`src/rtl/nibble_mac_seq.sv`:
```
// nibble_mac_seq: nibble-loaded unsigned multiply / multiply-accumulate.
// Operands are shifted in one nibble per command, the product is built with
// a W-cycle shift-add loop, and one accumulator byte at a time is shown on uo_out.
module nibble_mac_seq #(
    parameter int W     = 8,
    parameter int ACC_W = 24
) (
    input  logic       clk,
    input  logic       rst_n,
    input  logic       ena,
    input  logic [7:0] ui_in,
    input  logic [7:0] uio_in,
    output logic [7:0] uo_out,
    output logic [7:0] uio_out,
    output logic [7:0] uio_oe
);
    localparam int CW = $clog2(W);

    localparam logic [2:0] OP_LOAD_A = 3'b001;
    localparam logic [2:0] OP_LOAD_B = 3'b010;
    localparam logic [2:0] OP_MAC    = 3'b011;
    localparam logic [2:0] OP_MUL    = 3'b100;
    localparam logic [2:0] OP_CLR    = 3'b101;
    localparam logic [2:0] OP_SEL    = 3'b110;

    typedef enum logic [1:0] {IDLE, MULT, ACCUM} state_t;

    state_t           state, state_nxt;
    logic [W-1:0]     a_reg, b_reg, a_work, b_work;
    logic [2*W-1:0]   product;
    logic [CW-1:0]    cnt;
    logic [ACC_W-1:0] acc;
    logic [3:0]       sel;
    logic             mac_op, done, ovf, err;
    logic             strb_prev, armed;

    logic             strb, accept, busy, is_nop;
    logic [2:0]       op;
    logic [3:0]       nib;
    logic [ACC_W:0]   mac_sum;

    // ena and uio_in carry no function in this block
    logic unused_ok;
    assign unused_ok = &{1'b0, ena, uio_in};

    assign strb    = ui_in[7];
    assign op      = ui_in[6:4];
    assign nib     = ui_in[3:0];
    // armed stays low after reset until the strobe is seen low, so a strobe
    // held high through reset release is not taken as a new command
    assign accept  = strb & ~strb_prev & armed;
    assign busy    = (state != IDLE);
    assign is_nop  = (op == 3'b000) || (op == 3'b111);
    assign mac_sum = {1'b0, acc} + (ACC_W+1)'(product);

    assign uio_out = {err, ovf, done, busy, 4'b0000};
    assign uio_oe  = 8'hF0;

    // State register
    always_ff @(posedge clk) begin
        if (!rst_n) state <= IDLE;
        else        state <= state_nxt;
    end

    // Next-state: start on MAC/MUL when idle, W multiply cycles, one accumulate cycle
    always_comb begin
        state_nxt = state;
        case (state)
            IDLE:    if (accept && (op == OP_MAC || op == OP_MUL)) state_nxt = MULT;
            MULT:    if (cnt == CW'(W-1)) state_nxt = ACCUM;
            ACCUM:   state_nxt = IDLE;
            default: state_nxt = IDLE;
        endcase
    end

    // Datapath: command execution, shift-add multiply, accumulate, status flags
    always_ff @(posedge clk) begin
        if (!rst_n) begin
            a_reg     <= '0;
            b_reg     <= '0;
            a_work    <= '0;
            b_work    <= '0;
            product   <= '0;
            cnt       <= '0;
            acc       <= '0;
            sel       <= '0;
            mac_op    <= 1'b0;
            done      <= 1'b0;
            ovf       <= 1'b0;
            err       <= 1'b0;
            strb_prev <= 1'b0;
            armed     <= 1'b0;
        end else begin
            strb_prev <= strb;
            armed     <= armed | ~strb;

            if (accept) begin
                if (busy) begin
                    // commands while busy are dropped; only NOP is harmless
                    if (!is_nop) err <= 1'b1;
                end else begin
                    done <= 1'b0;
                    case (op)
                        OP_LOAD_A: a_reg <= W'({a_reg, nib});
                        OP_LOAD_B: b_reg <= W'({b_reg, nib});
                        OP_MAC, OP_MUL: begin
                            a_work  <= a_reg;
                            b_work  <= b_reg;
                            product <= '0;
                            cnt     <= '0;
                            mac_op  <= (op == OP_MAC);
                        end
                        OP_CLR: begin
                            acc <= '0;
                            ovf <= 1'b0;
                            err <= 1'b0;
                        end
                        OP_SEL:  sel <= nib;
                        default: ;
                    endcase
                end
            end

            if (state == MULT) begin
                if (b_work[cnt])
                    product <= product + ({{W{1'b0}}, a_work} << cnt);
                cnt <= cnt + CW'(1);
            end

            if (state == ACCUM) begin
                if (mac_op) begin
                    acc <= mac_sum[ACC_W-1:0];
                    if (mac_sum[ACC_W]) ovf <= 1'b1;
                end else begin
                    acc <= ACC_W'(product);
                end
                done <= 1'b1;
            end
        end
    end

    // Byte selector; out-of-range selects read as zero
    always_comb begin
        uo_out = 8'h00;
        for (int i = 0; i < ACC_W/8; i++)
            if (int'(sel) == i) uo_out = acc[8*i +: 8];
    end

endmodule

```
`config.mk`:
```
export PLATFORM = sky130hd
export DESIGN_NAME = nibble_mac_seq
export DESIGN_NICKNAME = d
export VERILOG_FILES = /design/src/rtl/nibble_mac_seq.sv
export SDC_FILE = /design/constraint.sdc
export NUM_CORES = 1
export LEC_CHECK = 0
export CAP_MARGIN = 10
export CELL_PAD_IN_SITES_DETAIL_PLACEMENT = 0
export CELL_PAD_IN_SITES_GLOBAL_PLACEMENT = 2
export CORE_UTILIZATION = 35
export DETAILED_ROUTE_END_ITERATION = 10
export GPL_ROUTABILITY_DRIVEN = 1
export MAX_ROUTING_LAYER = met4
export PLACE_DENSITY_LB_ADDON = 0.1
export SLEW_MARGIN = 10
export SYNTH_ARGS = -nofsm -noshare
export SYNTH_HDL_FRONTEND = slang
export SYNTH_SLANG_ARGS = --single-unit
```
`constraint.sdc`:
```
create_clock -name clk -period 3.4 [get_ports clk]
set_input_delay 0.68 -clock clk [delete_from_list [all_inputs] [get_ports clk]]
set_output_delay 0.68 -clock clk [all_outputs]
set_load 0.02 [all_outputs]
```
==> impl_results.md, run 1 <==
* Die area at about 17,000 um2
* Critical Setup Path Class: flip-flop to flip-flop
* Leakage at 2.50 nW
* Startpoint types: flip-flop
* Worst slack, placed at 0.272 ns
* Synth cell types at between 60 and 70
* Post-Synth Adder-Cell Area at 0.0803
* Worst Path Arrival at between 3 and 4 ns
* Fmax at 333 MHz
* Flops & latches, synth at 87
* Setup bufs post-CTS at 0
* TritonRoute pass-1 iters at 5
* Slew margin rel. at 0.407
* Yosys Warn Count at 0
* Final Hold Vio Count at 0
* XOR/XNOR Fraction of Synth Area at 0.0341
* I/O pins at 43
* Skew final at around 0.011 ns
* Setup ws final at 0.396 ns
* Global Route Usage Sum at 0.210
* Fin nets at roughly 780
* Data required time of the worst path at around 3.7 ns
* Largest registers: acc x24, product x16
* Worst path slowest cell: or4_1
* Mapped cell area at ~5600 um2
* Largest net degree at the start of global routing at about 40
* Fin crit share at 0.884
* Buf/Inv on CP at 1
* Clock latency on the worst-skew pair at 0.35 ns
* Post-CTS sizing at 0
* NetSw at 0.000520 W
* DR vias/cell at 5.41
* GRT overflow at 0
* Final instance area at 6400 um2
* Largest family of logic cells by synthesized area: compound AO/OA/AOI/OAI gates
* Sw Ratio at 0.233
* Htree depth at 3
* Synth top area share at 0.309
* FP Rows at between 40 and 50
* Placed Instance Area at 6070 um2
* Vias in the first global route at 4,902
* Avg Inst Size Synth at 7.93 um2
* Min Tclk post-route at 3.00 ns
* Die X at between 100 and 150 um
* CP max stage delay at between 0.4 and 0.5 ns
* Max IR drop VDD at roughly 280 uV
* Max reg flops at 24
* Portion of netlist area occupied by mux cells at 0.0667
* Drt wl/cell at 16.9 um
* Slew Limit Fails at 0
* Max FO, Critical Path at 12
* Power share of the clock group at 0.494
* Initial antenna violation count at 0
* Number of hold buffers added after CTS at 0
* Crit path max-delay family: simple AND/OR/NAND/NOR gates
* RePlAce Congestion at 0.844
* Synth area leader: dfxtp_1
* CP dominant cell by count: nor2_1
* Setup TNS at 0 ns
* Post-synth EDFFs at 0
* Via count at 5,128
* Pint at 0.00171 W
* Max_cap viols at 0
* Sinks on Clock Net at between 80 and 90
* CTS buffer count at 9
* Post-Synth Simple-Gate Area at 0.226
* Syn-to-layout area delta at 13.4%
* Post-synthesis compound-gate area fraction at 0.230
* Initial core utilization at 0.357
* Clk buf depth at 2
* Hpwl dp at 12.3 mm
* Part of the Yosys area used for sequential elements at 0.309
* Top reg by flops: acc
* Share of layout cells above drive strength 1 at 0.0792
* RSZ-0062 raised after global routing: no
* Post-synth top flop: dfxtp_1
* Initial DRC Count at 310
* Synth Instances at 712
* Post-Route WL at 16.0 mm
* First-pass GRT wire length at 26.1 mm
* Synth top area cells: dfxtp_1 31%, ha_1 7.3%, nand2_1 7.3%, a21oi_1 6.1%, nor2_1 4.7%
* Reg power frac at 0.462
* Count of final setup violators at 0
* Ys async rst share at 0
* Post-route ant nets at 0
* Worst Tran Pin Value at approximately 0.89 ns
* Hold Path Class: flip-flop to flip-flop
* Die Y at 129 um
* Combinational power share at 0.045
* Power Dens Cells at 349 nW/um2
* CTS tree: built
* ANT cells at 0
* Root buffer cell: clkbuf_16
* Clock transition at the registers of the reported paths at approximately 0.070 ns
* Worst-path cell chain: buf_4 -> mux2_2 -> o22ai_1 -> ha_1 -> a211oi_1 -> nor2_1 -> nor3_1 -> nor2_1 -> or4_1 -> a32o_1
* Status: complete, no violations
* Total core area at 15,800 um2
* Detailed-route DRC error count at 0
* Crit. End Element: flip-flop
* Port bufs at 21
-- Yosys cell counts (4+ instances only) --
master	instances
a21o_1	13
nor2_1	70
a21oi_1	69
o31ai_1	4
buf_4	16
xor2_1	6
clkbuf_1	27
dfxtp_1	87
nor3_1	8
a31oi_1	6
nor2b_1	6
and3_1	12
a222oi_1	4
o21a_1	4
o21ai_0	23
nand3b_1	9
nor3b_1	4
mux2_2	7
o21ai_1	5
nand4_1	4
xnor2_1	16
o22ai_1	11
nand2_1	109
nand2b_1	5
inv_1	11
a22oi_1	20
and2_1	9
nand3_1	15
a211oi_1	11
ha_1	33
mux2i_1	23
-- worst paths after layout --
path                               start  cells after the start  slack [ns]           to
worst max register to register    cnt[0]                     10        0.40  product[14]
worst min-delay path            b_reg[6]                      2        0.45     b_reg[6]
worst min register to register  b_reg[6]                      2        0.45     b_reg[6]
worst max-delay path              cnt[0]                     10        0.40  product[14]
-- cell families (layout without fill, tap and decap cells) --
logic type | count (synthesis) | count (layout)
other | 2 | 12
adder cells (fa/ha/maj) | 35 | 35
buffers and inverters | 60 | 70
flip-flops | 87 | 87
XOR/XNOR | 22 | 22
AO/OA/AOI/OAI | 201 | 201
AND/OR/NAND/NOR | 272 | 272
multiplexers | 33 | 33
-- placed cells by master (no fill, tap or decap), drive strengths merged, types with 5 or more instances in the layout --
| cell type | n |
|---|---|
| a21o | 13 |
| mux2i | 24 |
| a22oi | 20 |
| nand3 | 15 |
| conb | 12 |
| a211oi | 11 |
| nor2b | 6 |
| nand2 | 109 |
| o21ai | 29 |
| and3 | 12 |
| buf | 22 |
| ha | 33 |
| and2 | 9 |
| xnor2 | 16 |
| inv | 14 |
| dfxtp | 87 |
| nor2 | 72 |
| clkdlybuf4s50 | 21 |
| clkbuf | 10 |
| a21oi | 69 |
| nand3b | 9 |
| xor2 | 6 |
| a31oi | 6 |
| mux2 | 7 |
| o31ai | 5 |
| o22ai | 11 |
| nand2b | 5 |
| nor3 | 10 |
-- worst min-delay path: stages (launching register included) --
cell and delay (ns):
dfxtp_1 0.31, nand2_1 0.05, a21oi_1 0.05
-- layout make-up --
cell class	instances	area, um2
fill	1637	9430
multi-input combinational	575	3640
sequential	87	1740
timing repair buffer	43	375
tap	216	270
clock buffer	10	229
clock inverter	6	97.6
inverter	11	41.3
-- through the flow --
stage               hold slack (ns)  total power [W]  cells   util
CTS                           0.456          0.00226    948  0.404
global placement              0.443          0.00115    932  0.384
floorplan                     0.421          0.00112    722      -
detailed placement            0.447          0.00115    932  0.384
finish                        0.453          0.00223    948  0.404
global route                  0.472          0.00231    948  0.404
-- layer usage --
layer | up-vias | routed length, um | global-route usage
met5 | - | 0 | -
met4 | 0 | 100 | 0.0374
met3 | 6 | 429 | 0.0412
met2 | 64 | 7820 | 0.345
met1 | 2471 | 7660 | 0.270
li1 | 2587 | - | -
-- power groups by stage --
stage / logic, W / clock network (W) / registers, W
finish: 0.000100 / 0.00110 / 0.00103
global route: 0.000110 / 0.00117 / 0.00103
CTS: 0.000101 / 0.00113 / 0.00103
detailed placement: 0.000100 / 0 / 0.00105
global placement: 0.0000993 / 0 / 0.00105
floorplan: 0.0000744 / 0 / 0.00105
Power figures use the tool's default switching activity.
==> inputs of run 2 (changes only) <==
- clock period: 3.4 -> 3 ns (I/O delays scaled with it)
==> impl_results.md, run 2 (synthesis gave the netlist of run 1 again) <==
* Status: complete, no violations
* Clock latency on the worst-skew pair at between 0.3 and 0.4 ns
* Via count at 5,224
* Critical Setup Path Class: flip-flop to flip-flop
* Slew Limit Fails at 0
* Commonest non-fill, non-tap cell in the layout: nand2_1
* Initial core utilization at 0.357
* Largest net degree at the start of global routing at 30
* Htree depth at 3
* Skew final at 0.00614 ns
* Leakage at approximately 2.6 nW
* R2R Path End: product[14]
* Final Hold Vio Count at 0
* Max reg flops at 24
* Clock transition at the registers of the reported paths at 0.07 ns
* Die area at 16,600 um2
* Initial DRC Count at 274
* Top reg by flops: acc
* Max_cap viols at 0
* Port bufs at 21
* FP Rows at 46
* Setup ws final at 0.152 ns
* Max FO, Critical Path at 17
* Total power at between 0.002 and 0.0025 W
* Detailed-route DRC error count at 0
* Min Tclk post-route at 2.85 ns
* Hold Crit Start: b_reg[4]
* Total core area at 15,800 um2
* ANT cells at 0
* Startpoint types: flip-flop
* GRT overflow at 0
* Share of layout cells above drive strength 1 at 0.113
* Data required time of the worst path at 3.25 ns
* Global Route Usage Sum at 0.214
* Crit. End Element: flip-flop
* Post-route ant nets at 0
* R2r startpoint: cnt[1]
* CTS buffer count at 9
* FF-to-FF path depth at 11
* Worst Path Arrival at 3.09 ns
* DR vias/cell at approximately 5.4
* Fin crit share at 0.949
* CTS tree: built
* Max IR drop VDD at 338 uV
* Hpwl dp at 12.6 mm
* Sinks on Clock Net at between 80 and 90
* Fin nets at roughly 800
* Hold depth at 2
* Worst Tran Pin Value at 0.884 ns
* TritonRoute pass-1 iters at 5
* RePlAce Congestion at 0.851
* First-pass GRT wire length at 26.3 mm
* Worst-path cell chain: buf_12 -> mux2i_2 -> o21ai_0 -> and2_1 -> ha_1 -> a211o_1 -> a21oi_2 -> a221o_1 -> nor2_1 -> or4_1 -> a32o_1
* Fmax at between 300 and 400 MHz
* Commonest cells after routing, fill and taps aside: 109 x nand2_1, 85 x dfxtp_1, 70 x nor2_1
* Worst slack, placed at 0.0562 ns
* Die X at ~130 um
* Slew margin rel. at 0.408
* Hold Path Sink: b_reg[4]
* R2r setup slk at ~0.15 ns
* Count of final setup violators at 0
* Initial antenna violation count at 0
* Die Y at 129 um
* Worst path slowest cell: or4_1
* Hold Path Class: flip-flop to flip-flop
* Power Dens Cells at 381 nW/um2
* Largest registers: acc x24, product x16
* Post-Route WL at approximately 16 mm
* Syn-to-layout area delta at 16.3%
* Vias in the first global route at 4,994
* I/O pins at 43
* Root buffer cell: clkbuf_16
* Drt wl/cell at 16.8 um
* CP max stage delay at slightly above 0.4 ns
* Number of hold buffers added after CTS at 0
* Clk buf depth at 2
* Placed cell count at between 900 and 1,000
* Cell Count, Final, Fillers Out at approximately 960
## run 2: critical path: cells and delay by family (launching register included)
kind                     cells  cell delay [ns]
multiplexers                 1             0.23
adder cells (fa/ha/maj)      1             0.28
AO/OA/AOI/OAI                5             1.08
AND/OR/NAND/NOR              3             0.65
buffers and inverters        1             0.15
flip-flops                   1             0.35
## run 2: through the flow
step,hold slack (ns),util,instance area [um2],TNS (ns)
floorplan,0.421,-,5680,0
global placement,0.446,0.391,6180,0
detailed placement,0.448,0.391,6180,0
CTS,0.458,0.411,6510,0
global route,0.474,0.415,6560,-0.00659
finish,0.454,0.415,6560,0
## run 2: cell type report
| type | instances | area, um2 |
|---|---|---|
| clock buffers | 9 | 225 |
| clock inverters | 7 | 100 |
| fillers | 1631 | 9270 |
| inverters | 11 | 41.3 |
| multi-input cells | 575 | 3680 |
| flip-flops and latches | 87 | 1740 |
| well taps | 216 | 270 |
| repair buffers | 57 | 497 |
## run 2: worst max path at each step
stage | from | end | slack, ns | cells past startpoint
global placement | cnt[0] | product[14] | 0.07 | 10
finish | cnt[1] | product[14] | 0.15 | 11
global route | cnt[1] | product[14] | -0.007 | 11
CTS | cnt[0] | product[14] | 0.03 | 10
floorplan | cnt[1] | product[14] | 0.05 | 12
detailed placement | cnt[0] | product[14] | 0.06 | 10
## run 2: metal layers
metal / wire, um / vias to the layer above / global-route usage
met1: 7650 / 2497 / 0.269
met5: 0 / - / -
met2: 7880 / 89 / 0.356
met3: 407 / 13 / 0.0374
li1: - / 2625 / -
met4: 189 / 0 / 0.0526
## run 2: timing repair
item / CTS / global route
setup endpoints to repair: 0 / 6
gates resized for setup: 0 / 16
setup buffers: 0 / 1
## run 2: where the power goes
group	switching (W)	total, W	internal, W
combinational	0.0000768	0.000116	0.0000391
clock	0.000541	0.00122	0.000675
sequential	0.00000819	0.00117	0.00116
total	0.000626	0.00250	0.00187
